[config.mk]
export PLATFORM = sky130hd
export DESIGN_NAME = bch_enroll_ctrl
export DESIGN_NICKNAME = d
export VERILOG_FILES = /design/src/rtl/bch_enroll_ctrl_pkg.sv /design/src/rtl/bch_timeout_cnt.sv /design/src/rtl/bch_enroll_ctrl.sv
export SDC_FILE = /design/constraint.sdc
export NUM_CORES = 1
export LEC_CHECK = 0
export ABC_AREA = 1
export BUFFER_PORTS_ARGS = -buffer_cell sky130_fd_sc_hd__buf_2
export CAP_MARGIN = 20
export CORE_UTILIZATION = 45
export DETAILED_ROUTE_END_ITERATION = 10
export PLACE_DENSITY = 0.68
export SETUP_SLACK_MARGIN = 0.1
export SYNTH_ARGS = -nofsm -noshare
export SYNTH_HDL_FRONTEND = slang
export SYNTH_SLANG_ARGS = --single-unit
export TNS_END_PERCENT = 5
[constraint.sdc]
create_clock -name I_clk -period 2.09 [get_ports I_clk]
set_clock_uncertainty 0.15 [all_clocks]
set_input_delay 0.418 -clock I_clk [delete_from_list [all_inputs] [get_ports I_clk]]
set_output_delay 0.418 -clock I_clk [all_outputs]
set_load 0.05 [all_outputs]
[src/rtl/bch_enroll_ctrl_pkg.sv]
// rtl/bch_enroll_ctrl_pkg.sv - shared state encodings and helpers for the BCH controllers
//
// Purpose: state type shared by the BCH enroll/decode sequencers, plus a
// constant-evaluable ceil-divide used to size the ECC word count.
package bch_enroll_ctrl_pkg;

    typedef enum logic [2:0] {
        S_IDLE    = 3'd0,
        S_EN_WAIT = 3'd1,
        S_FETCH   = 3'd2,
        S_START   = 3'd3,
        S_WAIT_WR = 3'd4,
        S_NEXT    = 3'd5,
        S_DONE    = 3'd6,
        S_ERR     = 3'd7
    } state_t;

    function automatic int ceil_div(input int a, input int b);
        return (a + b - 1) / b;
    endfunction

endpackage

[src/rtl/bch_timeout_cnt.sv]
// rtl/bch_timeout_cnt.sv - loadable down-counter with expire flag
//
// Purpose: watchdog counter. Load takes priority over counting; the count
// saturates at zero, where O_expired stays high until the next load.
// Ports:
//   I_clk, I_rst   clock, synchronous active-high reset
//   I_load         load I_load_val this cycle
//   I_en           count down by one when not loading
//   I_load_val     reload value
//   O_expired      count has reached zero
module bch_timeout_cnt #(
    parameter int C_WIDTH = 10
) (
    input  logic               I_clk,
    input  logic               I_rst,
    input  logic               I_load,
    input  logic               I_en,
    input  logic [C_WIDTH-1:0] I_load_val,
    output logic               O_expired
);

    logic [C_WIDTH-1:0] r_cnt;

    always_ff @(posedge I_clk) begin
        if (I_rst) begin
            r_cnt <= '0;
        end else if (I_load) begin
            r_cnt <= I_load_val;
        end else if (I_en && (r_cnt != '0)) begin
            r_cnt <= r_cnt - 1'b1;
        end
    end

    assign O_expired = (r_cnt == '0);

endmodule

[src/rtl/bch_enroll_ctrl.sv]
// rtl/bch_enroll_ctrl.sv - enrollment sequencer for the BCH encoder wrapper
//
// Purpose: fetches C_NUM_BLOCKS response words, starts the encoder wrapper
// once per block, waits for its ECC writes and steps the helper base address.
// Ports:
//   I_clk, I_rst          clock, synchronous active-high reset
//   I_go, I_abort         start (IDLE/ERR only) / return to IDLE
//   I_src_valid/_data     upstream response word, O_src_ready accepts it
//   O_enc_data/_start/_en/_base  encoder wrapper controls
//   I_enc_wen             wrapper helper-memory write strobe
//   O_busy/_done/_err     status to the top-level controller
//   O_blk_cnt             current block index
module bch_enroll_ctrl
    import bch_enroll_ctrl_pkg::*;
#(
    parameter int C_DATA_BITS     = 16,
    parameter int C_ECC_BITS      = 20,
    parameter int C_MEM_ADDR_SIZE = 10,
    parameter int C_MEM_DATA_SIZE = 8,
    parameter int C_NUM_BLOCKS    = 4,
    parameter int C_BASE_ADDR     = 16,
    parameter int C_TIMEOUT       = 1023
) (
    input  logic                       I_clk,
    input  logic                       I_rst,
    input  logic                       I_go,
    input  logic                       I_abort,
    input  logic                       I_src_valid,
    input  logic [C_DATA_BITS-1:0]     I_src_data,
    output logic                       O_src_ready,
    output logic [C_DATA_BITS-1:0]     O_enc_data,
    output logic                       O_enc_start,
    output logic                       O_enc_en,
    output logic [C_MEM_ADDR_SIZE-1:0] O_enc_base,
    input  logic                       I_enc_wen,
    output logic                       O_busy,
    output logic                       O_done,
    output logic                       O_err,
    output logic [7:0]                 O_blk_cnt
);

    localparam int LP_ECC_WORDS = ceil_div(C_ECC_BITS, C_MEM_DATA_SIZE);
    localparam int LP_TO_W      = $clog2(C_TIMEOUT + 1);

    localparam logic [LP_TO_W-1:0]         LP_TO_LOAD   = LP_TO_W'(C_TIMEOUT - 1);
    localparam logic [7:0]                 LP_WEN_LAST  = 8'(LP_ECC_WORDS - 1);
    localparam logic [7:0]                 LP_BLK_LAST  = 8'(C_NUM_BLOCKS - 1);
    localparam logic [C_MEM_ADDR_SIZE-1:0] LP_BASE      = C_MEM_ADDR_SIZE'(C_BASE_ADDR);
    localparam logic [C_MEM_ADDR_SIZE-1:0] LP_BASE_STEP = C_MEM_ADDR_SIZE'(LP_ECC_WORDS);

    state_t                     r_state;
    state_t                     w_next;
    logic                       r_hold;      // second cycle of EN_WAIT / START
    logic [7:0]                 r_wen_cnt;
    logic [7:0]                 r_blk_cnt;
    logic [C_MEM_ADDR_SIZE-1:0] r_base;
    logic [C_DATA_BITS-1:0]     r_data;
    logic                       r_err;

    logic w_hs;
    logic w_wen;
    logic w_last_wen;
    logic w_expired;
    logic w_to_load;
    logic w_to_en;

    // Expiry is measured from the last write (or from WAIT_WR entry): the
    // counter is held loaded outside WAIT_WR and reloaded on every strobe.
    assign w_to_load = (r_state != S_WAIT_WR) || I_enc_wen;
    assign w_to_en   = (r_state == S_WAIT_WR);

    bch_timeout_cnt #(
        .C_WIDTH (LP_TO_W)
    ) u_timeout (
        .I_clk      (I_clk),
        .I_rst      (I_rst),
        .I_load     (w_to_load),
        .I_en       (w_to_en),
        .I_load_val (LP_TO_LOAD),
        .O_expired  (w_expired)
    );

    always_comb begin
        w_next     = r_state;
        w_hs       = (r_state == S_FETCH) && I_src_valid;
        w_wen      = (r_state == S_WAIT_WR) && I_enc_wen;
        w_last_wen = w_wen && (r_wen_cnt == LP_WEN_LAST);
        case (r_state)
            S_IDLE, S_ERR: if (I_go) w_next = S_EN_WAIT;
            S_EN_WAIT:     if (r_hold) w_next = S_FETCH;
            S_FETCH:       if (w_hs) w_next = S_START;
            S_START:       if (r_hold) w_next = S_WAIT_WR;
            S_WAIT_WR: begin
                // A strobe in the expiry cycle wins over the timeout.
                if (w_last_wen) begin
                    w_next = S_NEXT;
                end else if (!w_wen && w_expired) begin
                    w_next = S_ERR;
                end
            end
            S_NEXT:        w_next = (r_blk_cnt == LP_BLK_LAST) ? S_DONE : S_FETCH;
            S_DONE:        w_next = S_IDLE;
            default:       w_next = S_IDLE;
        endcase
        if (I_abort) begin
            w_next = S_IDLE;
        end
    end

    always_ff @(posedge I_clk) begin
        if (I_rst) begin
            r_state   <= S_IDLE;
            r_hold    <= 1'b0;
            r_wen_cnt <= '0;
            r_blk_cnt <= '0;
            r_base    <= LP_BASE;
            r_data    <= '0;
            r_err     <= 1'b0;
        end else begin
            r_state <= w_next;
            r_hold  <= ((r_state == S_EN_WAIT) || (r_state == S_START)) && !r_hold && !I_abort;

            if (r_state != S_WAIT_WR) begin
                r_wen_cnt <= '0;
            end else if (w_wen) begin
                r_wen_cnt <= r_wen_cnt + 8'd1;
            end

            // The word is consumed on the handshake even if an abort lands
            // in the same cycle, so capture it regardless.
            if (w_hs) begin
                r_data <= I_src_data;
            end

            if (!I_abort) begin
                if (((r_state == S_IDLE) || (r_state == S_ERR)) && I_go) begin
                    r_blk_cnt <= '0;
                    r_base    <= LP_BASE;
                    r_err     <= 1'b0;
                end
                if (r_state == S_NEXT) begin
                    r_base <= r_base + LP_BASE_STEP;
                    if (r_blk_cnt != LP_BLK_LAST) begin
                        r_blk_cnt <= r_blk_cnt + 8'd1;
                    end
                end
                if (w_next == S_ERR) begin
                    r_err <= 1'b1;
                end
            end
        end
    end

    assign O_busy      = (r_state != S_IDLE) && (r_state != S_ERR);
    assign O_enc_en    = O_busy;
    assign O_src_ready = (r_state == S_FETCH);
    assign O_enc_start = (r_state == S_START);
    assign O_done      = (r_state == S_DONE);
    assign O_err       = r_err;
    assign O_enc_data  = r_data;
    assign O_enc_base  = r_base;
    assign O_blk_cnt   = r_blk_cnt;

endmodule

* After elaboration in Yosys (flattened, before gate mapping)
Index checks and enable logic that the tools add are counted.
Storage, ports and cells: output and inout port bits 40, input bits 22, word-level logic and storage cells 72, bits in registers 57
Operators by class: $add $sub $neg 4, eq/ne operators 13, bitwise operators 1, reduce and logical (&&, ||, !) cells 27, mux-type cells 18
Operators with widths (count):
- 2-to-1 mux 10 bit | 4
- 2-to-1 mux 3 bit | 8
- 2-to-1 mux 8 bit | 3
- one-hot mux 3 bit (7 select lines) | 1
- adder 8 x 1 -> 8 bit, second input constant | 2
- == test 8 x 2 -> 1 bit, second input constant | 2
- == test 3 bit, second input constant | 5
- adder 10 x 2 -> 10 bit, second input constant | 1
- logical NOT 10 bit | 1
- nonzero test 10 bit | 1
- subtractor 10 x 1 -> 10 bit, second input constant | 1
- logical AND 1 bit | 9
- inequality test 8 x 2 -> 1 bit, second input constant | 1
- == test 3 x 2 -> 1 bit, second input constant | 2
- inequality test 3 bit, second input constant | 2
- nonzero test 2 bit | 3
- OR reduction 2 bit | 3
- AND reduction 2 bit | 2
- == test 3 x 1 -> 1 bit, second input constant | 1
- logical NOT 1 bit | 3
- logical NOT 3 bit | 1
- logical OR 1 bit | 3
- nonzero test 3 bit | 1
- 2-to-1 mux 1 bit | 2
- inverter 1 bit | 1

* Depth between registers and ports, before layout
depth in word-level cells 11, mapped depth 12, gate-level depth less buffers 12

* Modules after synthesis
A second synthesis with hierarchy kept.
Second synthesis, totals: cell total of the unflattened synthesis 481, area, all modules 3153.0 um^2
Modules (own cells, without submodules):
- bch_enroll_ctrl | cells each 365, instances 1, area an instance 2394.8 um^2, sequential area each 940.9 um^2
- bch_timeout_cnt | cells each 116, instances 1, area an instance 758.2 um^2, sequential area each 200.2 um^2

* Worst setup path before layout
Ideal clock, no wire load.
path kind register -> output, start register r_state[1], end output O_done, buffers on the path 1, required time 1522 ps, arrival 1587 ps, slack -65 ps, stages on the path, launching flop included 4, cell sequence dfxtp_1 -> buf_4 -> inv_1 -> nor3_1
On the way: word-level cells in the longest chain between the ends 1
RTL lines:
- from (decl) | line bch_enroll_ctrl.sv:51 | state_t r_state;
- from (signal assigned) | line bch_enroll_ctrl.sv:120 | r_state <= w_next;
- == test 3 bit | line bch_enroll_ctrl.sv:158 | assign O_done = (r_state == S_DONE);
- to (decl) | line bch_enroll_ctrl.sv:37 | output logic O_done,
Every way passes these cells.

* Final worst setup path
start register r_state[1], end output O_src_ready
On the way: word-level cells in the longest chain between the ends 1
RTL lines:
- == test 3 x 2 -> 1 bit | line bch_enroll_ctrl.sv:156 | assign O_src_ready = (r_state == S_FETCH);
- to (decl) | line bch_enroll_ctrl.sv:30 | output logic O_src_ready,
Every way passes these cells.

==> results.toml <==
[global_routing]
top_usage_layer = "met2"
met1_usage_pct = 27.0
grt_pass1_wl_um = 11200
grtUsageMet3_pct = 6.48
grt_max_degree = 21
grtUsageMet2_pct = 34.5
grt_antenna_before_repair = 0
grt_pass1_vias = 2614
grt_usage_pct = 21.6
globalRouteOverflowTotal = 0

[logic_synthesis]
syn_avg_cell_area_sq_um = 6.67
yosysWarnings = 0
synth_common_cells = "nand2_1, nor2_1, inv_1"
synthMuxAreaShare_pct = 0
async_flop_share_pct = 0
yosys.area.top_type_share_pct = 39.0
yosys.area.top_type = "dfxtp_1"
synth_edf_count = 0
yosysMostFrequentCell = "nand2_1"
synth_xor_area_share_pct = 1.80
ys_types = 29
synth_flop_cell = "dfxtp_1"
yosys-top-cells-area = "dfxtp_1, nand2_1, nor2_1"
synthesis.area_sq_mm = 0.00292
synth_compound_area_share_pct = 11.3
synth_nets = 465
synth_top_family_by_area = "simple AND/OR/NAND/NOR gates"
seq_area_frac_synth_pct = 39.0
synth_simple_gate_area_share_pct = 35.3
ys_ff_latch = 57
synthAdderAreaFrac_pct = 2.14
synth_cells = 438

[hold_path]
hp-class = "in -> reg"
hold-path-cell-count = 3
min_from = "I_src_data[14]"
whs_endpoint = "O_enc_data[14]$_SDFFE_PP0P_"

[finish]
syn_to_final_growth_pct = 21.1
nNetsFinal = 530
antenna_cells = 0
fin_util_pct = 58.1
drive_gt1_share_pct = 20.5

[die]
core_area_sq_mm = 0.00610
initial_core_util_pct = 47.9
die_h_um = 82.6
die_width_um = 82.6
num_io_pins = 62
die-area_sq_mm = 0.00682
placement_rows = 28

[route]
drt_pass1_iterations = 4
wl_um = 6770
post_drt_wl_per_cell_um = 11.6
vias_per_cell = 4.97
ant_nets = 0
num_vias = 2898
drc = 0
initialDrtViolationCount = 134

[power_and_ir_drop]
leakage_nw = 1.72
intPower_mw = 2.00
power_mw = 2.64
p_sw_uw = 642
swShare_pct = 24.3
seq_power_share_pct = 42.8
powerDensity_mw_per_mm2 = 747
ir_drop_mv = 0.531
power_frac_comb_pct = 9.4
pwr-share-clk_pct = 47.8

[clock_tree]
h-tree-depth = 3
cts_tree = "done"
hold_buffers = 0
clkSinkCount = 57
clk_latency_ns = 0.33
cts_made_buffers = 9
clockBufferDepth = 2
path_clk_slew_ns = 0.07
root_buffer = "clkbuf_8"

[critical_path]
r2r_end = "u_timeout.r_cnt[3]$_SDFFE_PP0P_"
cp_slowest_stage_delay_ns = 0.43
r2r_start = "u_timeout.r_cnt[0]$_SDFFE_PP0P_"
cp.required_ns = 1.52
cp_common_cell = "inv_1"
regToRegSetupSlack_ns = 0.26
worstSetupPathType = "reg -> out"
worstPathMaxFanout = 7
arrival_ns = 1.38
crit_slowest_cell = "dfxtp_2"
startpoint_type = "flop"
crit_path_end_kind = "output pin"
reg2reg_depth = 9
crit_chain = "inv_1 > nor2_1 > nand2_1 > inv_1 > clkbuf_4"
startpoint = "r_state[1]$_SDFF_PP0_"

[sta]
finalSetupTns_ns = 0
fin_crit_sh_pct = 93.4
tightest_slew_ns = 0.457
timing.final.hold_violations = 0
holdWs_ns = 0.154
slew_viol_final = 0
slew_headroom_pct = 69.5
setup_viol = 0
rsz0062_at_grt = "yes"
setup_slack_ns = 0.137
min_period_ns = 1.95
fmax_ghz = 0.512

[placement]
preCtsSetupSlack_ns = 0.234
routabilityCongestion = 0.849
io_buffers = 61
hpwlAfterDp_um = 4850

[status]
status = "finished clean"

[run]
cap_violations = 0
-- layout by cell type (no fill, tap or decap), types with 10 or more instances in the layout --
master and instances:
dfxtp_1 54, buf_2 58, nand2_1 88, o21ai_0 27
inv_1 61, nand4_1 12, nor2_1 70, nand3_1 31
clkbuf_8 10, a21oi_1 35
-- flip-flops by register name, indices dropped and copies added, names as in the netlist --
| signal | count |
|---|---|
| O_blk_cnt | 8 |
| O_enc_base | 10 |
| O_enc_data | 16 |
| O_err | 1 |
| r_hold | 1 |
| r_state | 3 |
| r_wen_cnt | 8 |
| u_timeout.r_cnt | 10 |
-- power groups by stage --
stage	combinational [mW]	sequential (mW)	clock, mW
4_1_cts	0.245	1.13	1.29
5_1_grt	0.273	1.13	1.34
3_3_place_gp	0.241	1.16	0
6_report	0.248	1.13	1.26
3_5_place_dp	0.244	1.16	0
2_1_floorplan	0.155	1.18	0
-- timing repair --
item / 4_1_cts / 5_1_grt
gates resized for setup: 2 / 4
setup endpoints to repair: 5 / 4
pin swaps: 0 / 0
setup buffers: 0 / 0
-- logic make-up after synthesis --
kind of cell	count (synthesis)
buf+inv	75
simple gates	230
flops	57
fa+ha+maj	5
xor+xnor	6
compound gates	65
-- through the flow --
| step | instance area (sq um) | instances |
|---|---|---|
| 2_1_floorplan | 2930 | 438 |
| 3_3_place_gp | 3290 | 567 |
| 3_5_place_dp | 3290 | 567 |
| 4_1_cts | 3530 | 583 |
| 5_1_grt | 3540 | 583 |
| 6_report | 3540 | 583 |
-- critical path: cells and delay by family (launching register included) --
| kind | cells | cell delay [ns] |
|---|---|---|
| flops | 1 | 0.43 |
| simple gates | 2 | 0.20 |
| buf+inv | 3 | 0.43 |
-- worst max path at each step --
| stage | endpoint | slack (ns) | depth (start not counted) |
|---|---|---|---|
| 2_1_floorplan | O_blk_cnt[5]$_SDFFE_PP0N_ | 0.25 | 9 |
| 3_5_place_dp | O_enc_base[5]$_SDFFE_PP0P_ | 0.23 | 7 |
| 3_3_place_gp | O_enc_base[5]$_SDFFE_PP0P_ | 0.30 | 7 |
| 4_1_cts | O_busy | 0.08 | 5 |
| 5_1_grt | O_src_ready | 0.04 | 5 |
| 6_report | O_src_ready | 0.14 | 5 |
-- routing by layer --
layer  part of all wire [%]  vias to the layer above  routed length (um)
met3                    5.8                       10                 395
met2                     44                       82                3010
met4                    1.5                        0                  99
li1                       -                     1530                   -
met5                      0                        -                   0
met1                     48                     1276                3270
-- area by class of cell --
type                    count  area (sq um)
clock buffers              10           138
clock inverters             6           105
fillers                   619          2550
inverters                  65           244
multi-input cells         306          1480
flip-flops and latches     57          1140
well taps                  75          93.8
repair buffers             64           335
(Power assumes the default switching activity.)
